[src/rtl/act_if.sv]
// Handshake bundle between requesters and the shared sigmoid arbiter.
// Signals: req_valid/req_data/req_ready per requester; out_valid/out_ready/out_data/out_id/out_count result side.
interface act_if #(
    parameter int NREQ = 4,
    parameter int ID_W = 2
);
    logic [NREQ-1:0]   req_valid;
    logic [NREQ*8-1:0] req_data;
    logic [NREQ-1:0]   req_ready;
    logic              out_valid;
    logic              out_ready;
    logic [15:0]       out_data;
    logic [ID_W-1:0]   out_id;
    logic [15:0]       out_count;

    modport master (
        output req_valid, req_data, out_ready,
        input  req_ready, out_valid, out_data, out_id, out_count
    );

    modport slave (
        input  req_valid, req_data, out_ready,
        output req_ready, out_valid, out_data, out_id, out_count
    );
endinterface

[src/rtl/act_arbiter.sv]
// Round-robin arbiter sharing one piecewise-quadratic sigmoid unit among NREQ requesters.
// Ports: clk, rst_n (sync, active-low), bus (act_if.slave: requests in, one-deep result slot out).
module act_arbiter #(
    parameter int NREQ = 4,
    parameter int ID_W = 2
) (
    input  logic  clk,
    input  logic  rst_n,
    act_if.slave  bus
);

    logic [ID_W-1:0]   ptr;
    logic [ID_W-1:0]   ptr_nxt;
    logic [ID_W-1:0]   cand;
    logic [ID_W-1:0]   gnt_idx;
    logic              gnt_any;
    logic              slot_free;
    logic [NREQ-1:0]   ready;
    logic signed [7:0]  x_sel;
    logic signed [15:0] y_res;

    logic              valid_q;
    logic [15:0]       data_q;
    logic [ID_W-1:0]   id_q;
    logic [15:0]       cnt_q;

    function automatic logic signed [15:0] sigmoid(input logic signed [7:0] xin);
        logic signed [15:0] xe;
        logic signed [15:0] y;
        logic signed [15:0] z;
        logic signed [15:0] s;
        logic signed [15:0] sh;
        xe = {{8{xin[7]}}, xin};
        if (xe > 16'sd64) begin
            xe = 16'sd64;
        end else if (xe < -16'sd64) begin
            xe = -16'sd64;
        end
        y  = (xe < 16'sd0) ? -xe : xe;
        z  = y >>> 2;
        s  = z - 16'sd16;
        sh = (s * s) >>> 1;
        return (xe < 16'sd0) ? sh : (16'sd256 - sh);
    endfunction

    // Search upward from ptr, wrapping at NREQ; no grant while the slot is
    // occupied and not draining, nor while reset is asserted.
    always_comb begin
        slot_free = !valid_q || bus.out_ready;
        gnt_any   = 1'b0;
        gnt_idx   = '0;
        cand      = '0;
        ready     = '0;
        for (int k = 0; k < NREQ; k++) begin
            if (int'(ptr) + k >= NREQ) begin
                cand = ID_W'(int'(ptr) + k - NREQ);
            end else begin
                cand = ID_W'(int'(ptr) + k);
            end
            if (rst_n && slot_free && !gnt_any && bus.req_valid[cand]) begin
                gnt_any = 1'b1;
                gnt_idx = cand;
            end
        end
        if (gnt_any) begin
            ready[gnt_idx] = 1'b1;
        end
    end

    assign ptr_nxt = (gnt_idx == ID_W'(NREQ - 1)) ? '0 : gnt_idx + 1'b1;
    assign x_sel   = $signed(bus.req_data[{gnt_idx, 3'b000} +: 8]);
    assign y_res   = sigmoid(x_sel);

    always_ff @(posedge clk) begin
        if (!rst_n) begin
            valid_q <= 1'b0;
            data_q  <= '0;
            id_q    <= '0;
            cnt_q   <= '0;
            ptr     <= '0;
        end else begin
            if (valid_q && bus.out_ready) begin
                cnt_q <= cnt_q + 16'd1;
            end
            if (gnt_any) begin
                valid_q <= 1'b1;
                data_q  <= y_res;
                id_q    <= gnt_idx;
                ptr     <= ptr_nxt;
            end else if (bus.out_ready) begin
                valid_q <= 1'b0;
            end
        end
    end

    assign bus.req_ready = ready;
    assign bus.out_valid = valid_q;
    assign bus.out_data  = data_q;
    assign bus.out_id    = id_q;
    assign bus.out_count = cnt_q;

endmodule

[src/flat_wrapper.sv]
// flat-port wrapper written by rule: the top's interface ports become plain ports
module act_arbiter_flat 
#(
    parameter int NREQ = 4,
    parameter int ID_W = 2
)
  (clk, rst_n, bus_req_valid, bus_req_data, bus_out_ready, bus_req_ready, bus_out_valid, bus_out_data, bus_out_id, bus_out_count);
  act_if #(.NREQ(NREQ), .ID_W(ID_W)) bus_i ();
  input  logic clk;
  input  logic rst_n;
  input wire logic [$bits(bus_i.req_valid)-1:0] bus_req_valid;
  input wire logic [$bits(bus_i.req_data)-1:0] bus_req_data;
  input wire logic [$bits(bus_i.out_ready)-1:0] bus_out_ready;
  output wire logic [$bits(bus_i.req_ready)-1:0] bus_req_ready;
  output wire logic [$bits(bus_i.out_valid)-1:0] bus_out_valid;
  output wire logic [$bits(bus_i.out_data)-1:0] bus_out_data;
  output wire logic [$bits(bus_i.out_id)-1:0] bus_out_id;
  output wire logic [$bits(bus_i.out_count)-1:0] bus_out_count;
  assign bus_i.req_valid = bus_req_valid;
  assign bus_i.req_data = bus_req_data;
  assign bus_i.out_ready = bus_out_ready;
  assign bus_req_ready = bus_i.req_ready;
  assign bus_out_valid = bus_i.out_valid;
  assign bus_out_data = bus_i.out_data;
  assign bus_out_id = bus_i.out_id;
  assign bus_out_count = bus_i.out_count;
  act_arbiter #(.NREQ(NREQ), .ID_W(ID_W)) u_core (.clk(clk), .rst_n(rst_n), .bus(bus_i));
endmodule
[config.mk]
export PLATFORM = sky130hd
export DESIGN_NAME = act_arbiter_flat
export DESIGN_NICKNAME = d
export VERILOG_FILES = /design/src/rtl/act_if.sv /design/src/rtl/act_arbiter.sv /design/src/flat_wrapper.sv
export SDC_FILE = /design/constraint.sdc
export NUM_CORES = 1
export LEC_CHECK = 0
export BUFFER_PORTS_ARGS = -buffer_cell sky130_fd_sc_hd__buf_2
export CORE_UTILIZATION = 45
export CTS_BUF_LIST = sky130_fd_sc_hd__clkbuf_4
export DETAILED_ROUTE_END_ITERATION = 10
export GPL_TIMING_DRIVEN = 0
export HOLD_SLACK_MARGIN = 0.1
export PLACE_DENSITY = 0.67
export SYNTH_ARGS = -nofsm -noshare
export SYNTH_HDL_FRONTEND = slang
export SYNTH_SLANG_ARGS = --single-unit
[constraint.sdc]
create_clock -name clk -period 10.5 [get_ports clk]
set_input_delay 2.1 -clock clk [delete_from_list [all_inputs] [get_ports clk]]
set_output_delay 2.1 -clock clk [all_outputs]
set_load 0.01 [all_outputs]
Word level (Yosys, flattened, before mapping)
Cells that the tools add are included.

word-level totals
  input bits = 39
  flip-flop bits (word level) = 37
  logic and storage cells = 79

operators by class
  order comparisons = 13
  $mul = 1
  shifts and indexed selects = 1
  eq/ne operators = 1
  reduce and logical (&&, ||, !) cells = 16
  $add $sub $neg = 12
  multiplexer cells = 30

operators with widths
  kind                    number
  $mux 16                 4
  $shiftx 32x6->8         1
  $mux 2                  9
  $add 16x1->16 const B   1
  $lt 16x1->1 const B     1
  $mul 15x15->16          1
  $neg 16->16             1
  $sub 10x15->16 const A  1
  $lt 2x3->1 const B      5
  $sub 14x6->15 const B   1
  $mux 1                  11
  $logic_and 1x1->1       10
  $ge 3x3->1 const B      3
  $bmux 1 s2              4
  $gt 8x8->1 const B      1
  $lt 8x7->1 const B      1
  $sub 2x1->2 const B     4
  $add 2x2->3 const B     2
  $logic_not 1->1         4
  $mux 4                  1
  $add 2x1->3 const B     1
  $ge 2x3->1 const B      1
  $add 2x1->2 const B     1
  $demux 1 s2             1
  other kinds (4)         4

Depth between registers and ports, before layout
  depth after elaboration = 28
  mapped depth = 42
  depth with buffers taken out = 36

Least setup slack after synthesis
No wires, ideal clock.

  kind = input to register
  start = input port bus_req_valid[2]
  end = register u_core.data_q[15], in the netlist u_core.bus.out_data[15]
  library setup time = 74 ps
  arrival time = 10551 ps
  stages on the path = 37
  setup slack = -125 ps
  data required time = 10426 ps
  buffers on the path = 5
  cell sequence = inv_2 > o311a_1 > a211o_1 > buf_2 > inv_2 > buf_2 > mux2_2 > nand3b_1 > o22ai_1 > ha_1 > clkbuf_1 > nand2_1 > and2_1 > buf_2 > inv_2 > clkbuf_1 > nor2_1 > fa_1 > inv_1 > fa_1 > inv_1 > fa_1 > ha_1 > fa_1 > inv_1 > fa_1 > inv_1 > ha_1 > o21a_1 > a2111o_1 > and3_1 > o311ai_0 > nor3_1 > inv_1 > nor2_1 > or3_1 > a31oi_1

between the ends
  cells in the longest elaborated chain, start to end = 26
  elaborated cells on any way between the ends = 38
  those cells by class = add/sub (3); mul (1); order compare (3); shift (1); mux (20); reduce/logical (10)

ends and longest elaborated chain
  item                                               line                                  RTL
  start: declaration                                 flat_wrapper.sv:11                    input wire logic [$bits(bus_i.req_valid)-1:0] bus_req_valid;
  $bmux 1 s2                                         act_arbiter.sv:60                     if (rst_n && slot_free && !gnt_any && bus.req_valid[cand]) begin
  $mux 1 (not written as such)                       act_arbiter.sv:60
  $logic_and 1x1->1                                  act_arbiter.sv:60
  $mux 1                                             act_arbiter.sv:60
  $logic_not 1->1                                    act_arbiter.sv:60
  $logic_and 1x1->1 (2 in series)                    act_arbiter.sv:60
  $mux 1                                             act_arbiter.sv:60
  $logic_not 1->1                                    act_arbiter.sv:60
  [... 7 more ...]                                   --
  named net u_core.gnt_idx[1]                        act_arbiter.sv:15                     logic [ID_W-1:0] gnt_idx;
  [... 2 more ...]                                   --
  $mux 16                                            act_arbiter.sv:36                     end else if (xe < -16'sd64) begin
  $mux 16 (*)                                        act_arbiter.sv:34                     if (xe > 16'sd64) begin
  $neg 16->16 / $lt 16x1->1 (equally long branches)  act_arbiter.sv:39, act_arbiter.sv:43
  $mux 16                                            act_arbiter.sv:39                     y = (xe < 16'sd0) ? -xe : xe;
  $sub 14x6->15                                      act_arbiter.sv:41                     s = z - 16'sd16;
  $mul 15x15->16                                     act_arbiter.sv:42                     sh = (s * s) >>> 1;
  $sub 10x15->16                                     act_arbiter.sv:43                     return (xe < 16'sd0) ? sh : (16'sd256 - sh);
  $mux 16 (*)                                        act_arbiter.sv:43
  end signal: assignment                             act_arbiter.sv:87                     data_q <= y_res;
  end: declaration                                   act_arbiter.sv:23                     logic [15:0] data_q;

The timed path passes the listed nets; every way through them passes the cells marked *. The select of a mux whose other input is x is not followed.
A chain may end at the register's enable or synchronous reset.

Worst setup path after layout
  start = input port bus_req_valid[0]
  end = register u_core.data_q[13], in the netlist u_core.bus.out_data[13]

between the ends
  cells in the longest elaborated chain, start to end = 26
  elaborated cells on any way between the ends = 38
  those cells by class = add/sub (3); mul (1); order compare (3); shift (1); mux (20); reduce/logical (10)

ends and longest elaborated chain
  item                                               line
  $bmux 1 s2                                         act_arbiter.sv:60
  $mux 1 (not written as such)                       act_arbiter.sv:60
  $logic_and 1x1->1                                  act_arbiter.sv:60
  $mux 1                                             act_arbiter.sv:60
  $logic_not 1->1                                    act_arbiter.sv:60
  $logic_and 1x1->1 (2 in series)                    act_arbiter.sv:60
  $mux 1                                             act_arbiter.sv:60
  $logic_not 1->1                                    act_arbiter.sv:60
  [... 9 more ...]                                   --
  $mux 16                                            act_arbiter.sv:36
  $mux 16                                            act_arbiter.sv:34
  $neg 16->16 / $lt 16x1->1 (equally long branches)  act_arbiter.sv:39, act_arbiter.sv:43
  $mux 16                                            act_arbiter.sv:39
  $sub 14x6->15                                      act_arbiter.sv:41
  $mul 15x15->16                                     act_arbiter.sv:42
  $sub 10x15->16                                     act_arbiter.sv:43
  $mux 16                                            act_arbiter.sv:43

Several ways; a longest one is shown, not always the timed one. The select of a mux whose other input is x is not followed.

==> summary.txt <==
RD Place Congestion - 0.833
most frequent cells in the layout - 145 x inv_1, 77 x buf_2, 71 x nor2_1, 68 x fa_1, 54 x ha_1
Unique masters post-synth - 65
FF+latch area - 721 µm²
Post-Place Cells - 931
RR Startpoint - u_core.ptr[0]
clock sink count - 36
clk root buf - clkbuf_4
syn_nets - 851
first-pass GRT wire length - 22.4 mm
status - finished clean
final hold violations - 0
max incr delay on CP - 0.55 ns
Detailed Place HPWL - 10.9 mm
CTS H-Tree Depth - 2
post-synthesis sequential area ratio - 12.7%
area grow syn2layout - 16.7%
MaxCap Viol Count - 0
Avg Synthesized Cell Area - 8.27 µm²
Die W - 114 µm
Worst-Margin Slew - 0.770 ns
drt drc - 0
vias per inst - 5.08
Die Ht - 114 µm
layout cells sized above 1 - 18.5%
antenna violations before repair - 0
Req. time, crit path - 10.76 ns
PortBufs - 76
Clock Latency Late Sink - 0.34 ns
DIE AREA - 0.0131 mm²
Starting Density - 46.7%
hold endpoint - u_core.bus.out_data[5]
FILL cells - 1137
final worst path period need - 10.15 ns
Worst-path clk slew - 0.11 ns
startpoint types - input port
Final Cycle Share - 96.7%
area of the multi-input gates - 0.00444 mm²
crit end category - register
Min-Delay Path Class - reg2reg
IO Pins - 78
CP Class - in2reg
clk_skew - 0.0122 ns
r2r endpoint - u_core.bus.out_data[13]
critical path's slowest cell - fa_1
FP Rows - 40
mapped cell area - 0.00568 mm²
Clock Path Buffers - 2
final cell count without fillers - 948
Yosys reg bits - 36
CORE AREA - 0.0122 mm²
critical hold path startpoint - u_core.bus.out_data[5]
DR vias - 4813
largest net degree at the start of global routing - 12
final-stage net count - 943
reg2reg setup slack - 1.75 ns
Slew Limit Fails - 0
EDFF count, synth - 0
endpoints failing setup - 0
Hold Path Depth - 2
CTS Buf Count - 5
Avg WL per Cell - 13.8 µm
max_slew headroom - 47.2%
CTS tree - done
Worst Reg-to-Reg Cells - 33
Iteration-0 DRC Markers - 213
total track usage - 21.0%
hold buffers post-CTS - 0
Peak Freq - 98.5 MHz
Final Routed Wirelength - 13.1 mm
commonest non-fill, non-tap cell in the layout - inv_1
total grt overflow - 0
vias in the first global route - 4971
Post-DRT Antenna Nets - 0
Detailed Routing Iterations Pass 1 - 4
Post-synth top flop - dfxtp_1
fraction of registers with async set/reset - 0%
post-synthesis instance total - 687
crit path DAT - 10.41 ns
crit-path max FO - 11
Ys Warns - 0
Antenna diodes - 0
[synthesized netlist by cell type (all sizes together), types with 4 or more instances]
cell    count  area (µm²)
nor3       10        50.1
nand2      40         158
inv       149         559
xnor2      30         270
a211oi     11        82.6
and3        9        56.3
nand3      13        65.1
nor2       74         278
clkbuf     12        45.0
or3         5        31.3
a21oi      27         139
or2         4        25.0
a311oi      4        35.0
ha         57         713
mux2i      15         163
fa         68        1360
nor2b       4        25.0
buf         8        55.1
o211ai      5        42.5
dfxtp      36         721
o21a        8        60.1
xor2       19         166
o21ai      12        60.1
a31oi       4        25.0
nand2b      6        37.5
and2       14        87.6
[layer usage]
layer / track usage [%] / wire length [µm] / vias to the layer above / share of wire, %
li1: - / - / 2379 / -
met3: 2.22 / 410 / 11 / 3.1
met2: 37.1 / 6480 / 91 / 50
met5: 0 / 0 / - / 0
met4: 2.86 / 93 / 0 / 0.71
met1: 28.5 / 6060 / 2332 / 46
[state kept, by name (all words and copies together) (netlist names)]
register              count
u_core.bus.out_count     16
u_core.bus.out_data      15
u_core.bus.out_id         2
u_core.bus.out_valid      1
u_core.ptr                2
[cell type report]
class	count	area share [%]
Buffer	18	1.83
Clock buffer	6	0.680
Clock inverter	2	0.529
Inverter	151	8.80
Multi-Input combinational cell	480	66.9
Sequential cell	36	10.9
Tap cell	168	3.17
Timing Repair Buffer	87	7.17
[metrics by stage]
stage               cell area (µm²)  util, %  setup slack [ns]  setup TNS [ns]  hold slack, ns
global route                   6630     54.5            -0.133          -0.502           0.476
global placement               6270     51.6             -1.23           -5.28           0.442
CTS                            6440     53.0            0.0226               0           0.465
floorplan                      5680        -            0.0150               0           0.476
detailed placement             6270     51.6             -1.37           -6.60           0.451
finish                         6630     54.5             0.346               0           0.463
[timing repair]
action	CTS	global route
buffers inserted	2	9
setup endpoints to repair	6	6
gates resized for setup	22	24
pin swaps	5	12
[worst max-delay path by stage]
stage / from / endpoint / slack, ns / cells past startpoint
floorplan: bus_req_valid[2] / u_core.bus.out_data[15] / 0.02 / 37
global placement: bus_req_valid[2] / u_core.bus.out_data[15] / -1.23 / 38
detailed placement: bus_req_valid[0] / u_core.bus.out_data[15] / -1.37 / 39
CTS: bus_req_valid[2] / u_core.bus.out_data[14] / 0.02 / 39
global route: bus_req_valid[0] / u_core.bus.out_data[14] / -0.13 / 38
finish: bus_req_valid[0] / u_core.bus.out_data[13] / 0.35 / 35
[cells by family after synthesis]
family / share of synthesized area (%)
buffers and inverters: 11.8
muxes: 3.26
adders and majority gates: 36.5
xor gates and xnor gates: 7.69
and+or+nand+nor: 15.9
DFF: 12.7
other: 0.0660
AOI/OAI and AO/OA: 12.1
[worst max-delay path: cells and delay by family]
family | cells | cell delay (ns)
buf+inv | 11 | 1.16
fa+ha+maj | 8 | 3.62
mux | 2 | 0.47
compound gates | 6 | 1.49
simple gates | 8 | 1.57
Power is not shown: default switching activity piles up to over one toggle a cycle in this logic, so the estimate is an artifact.
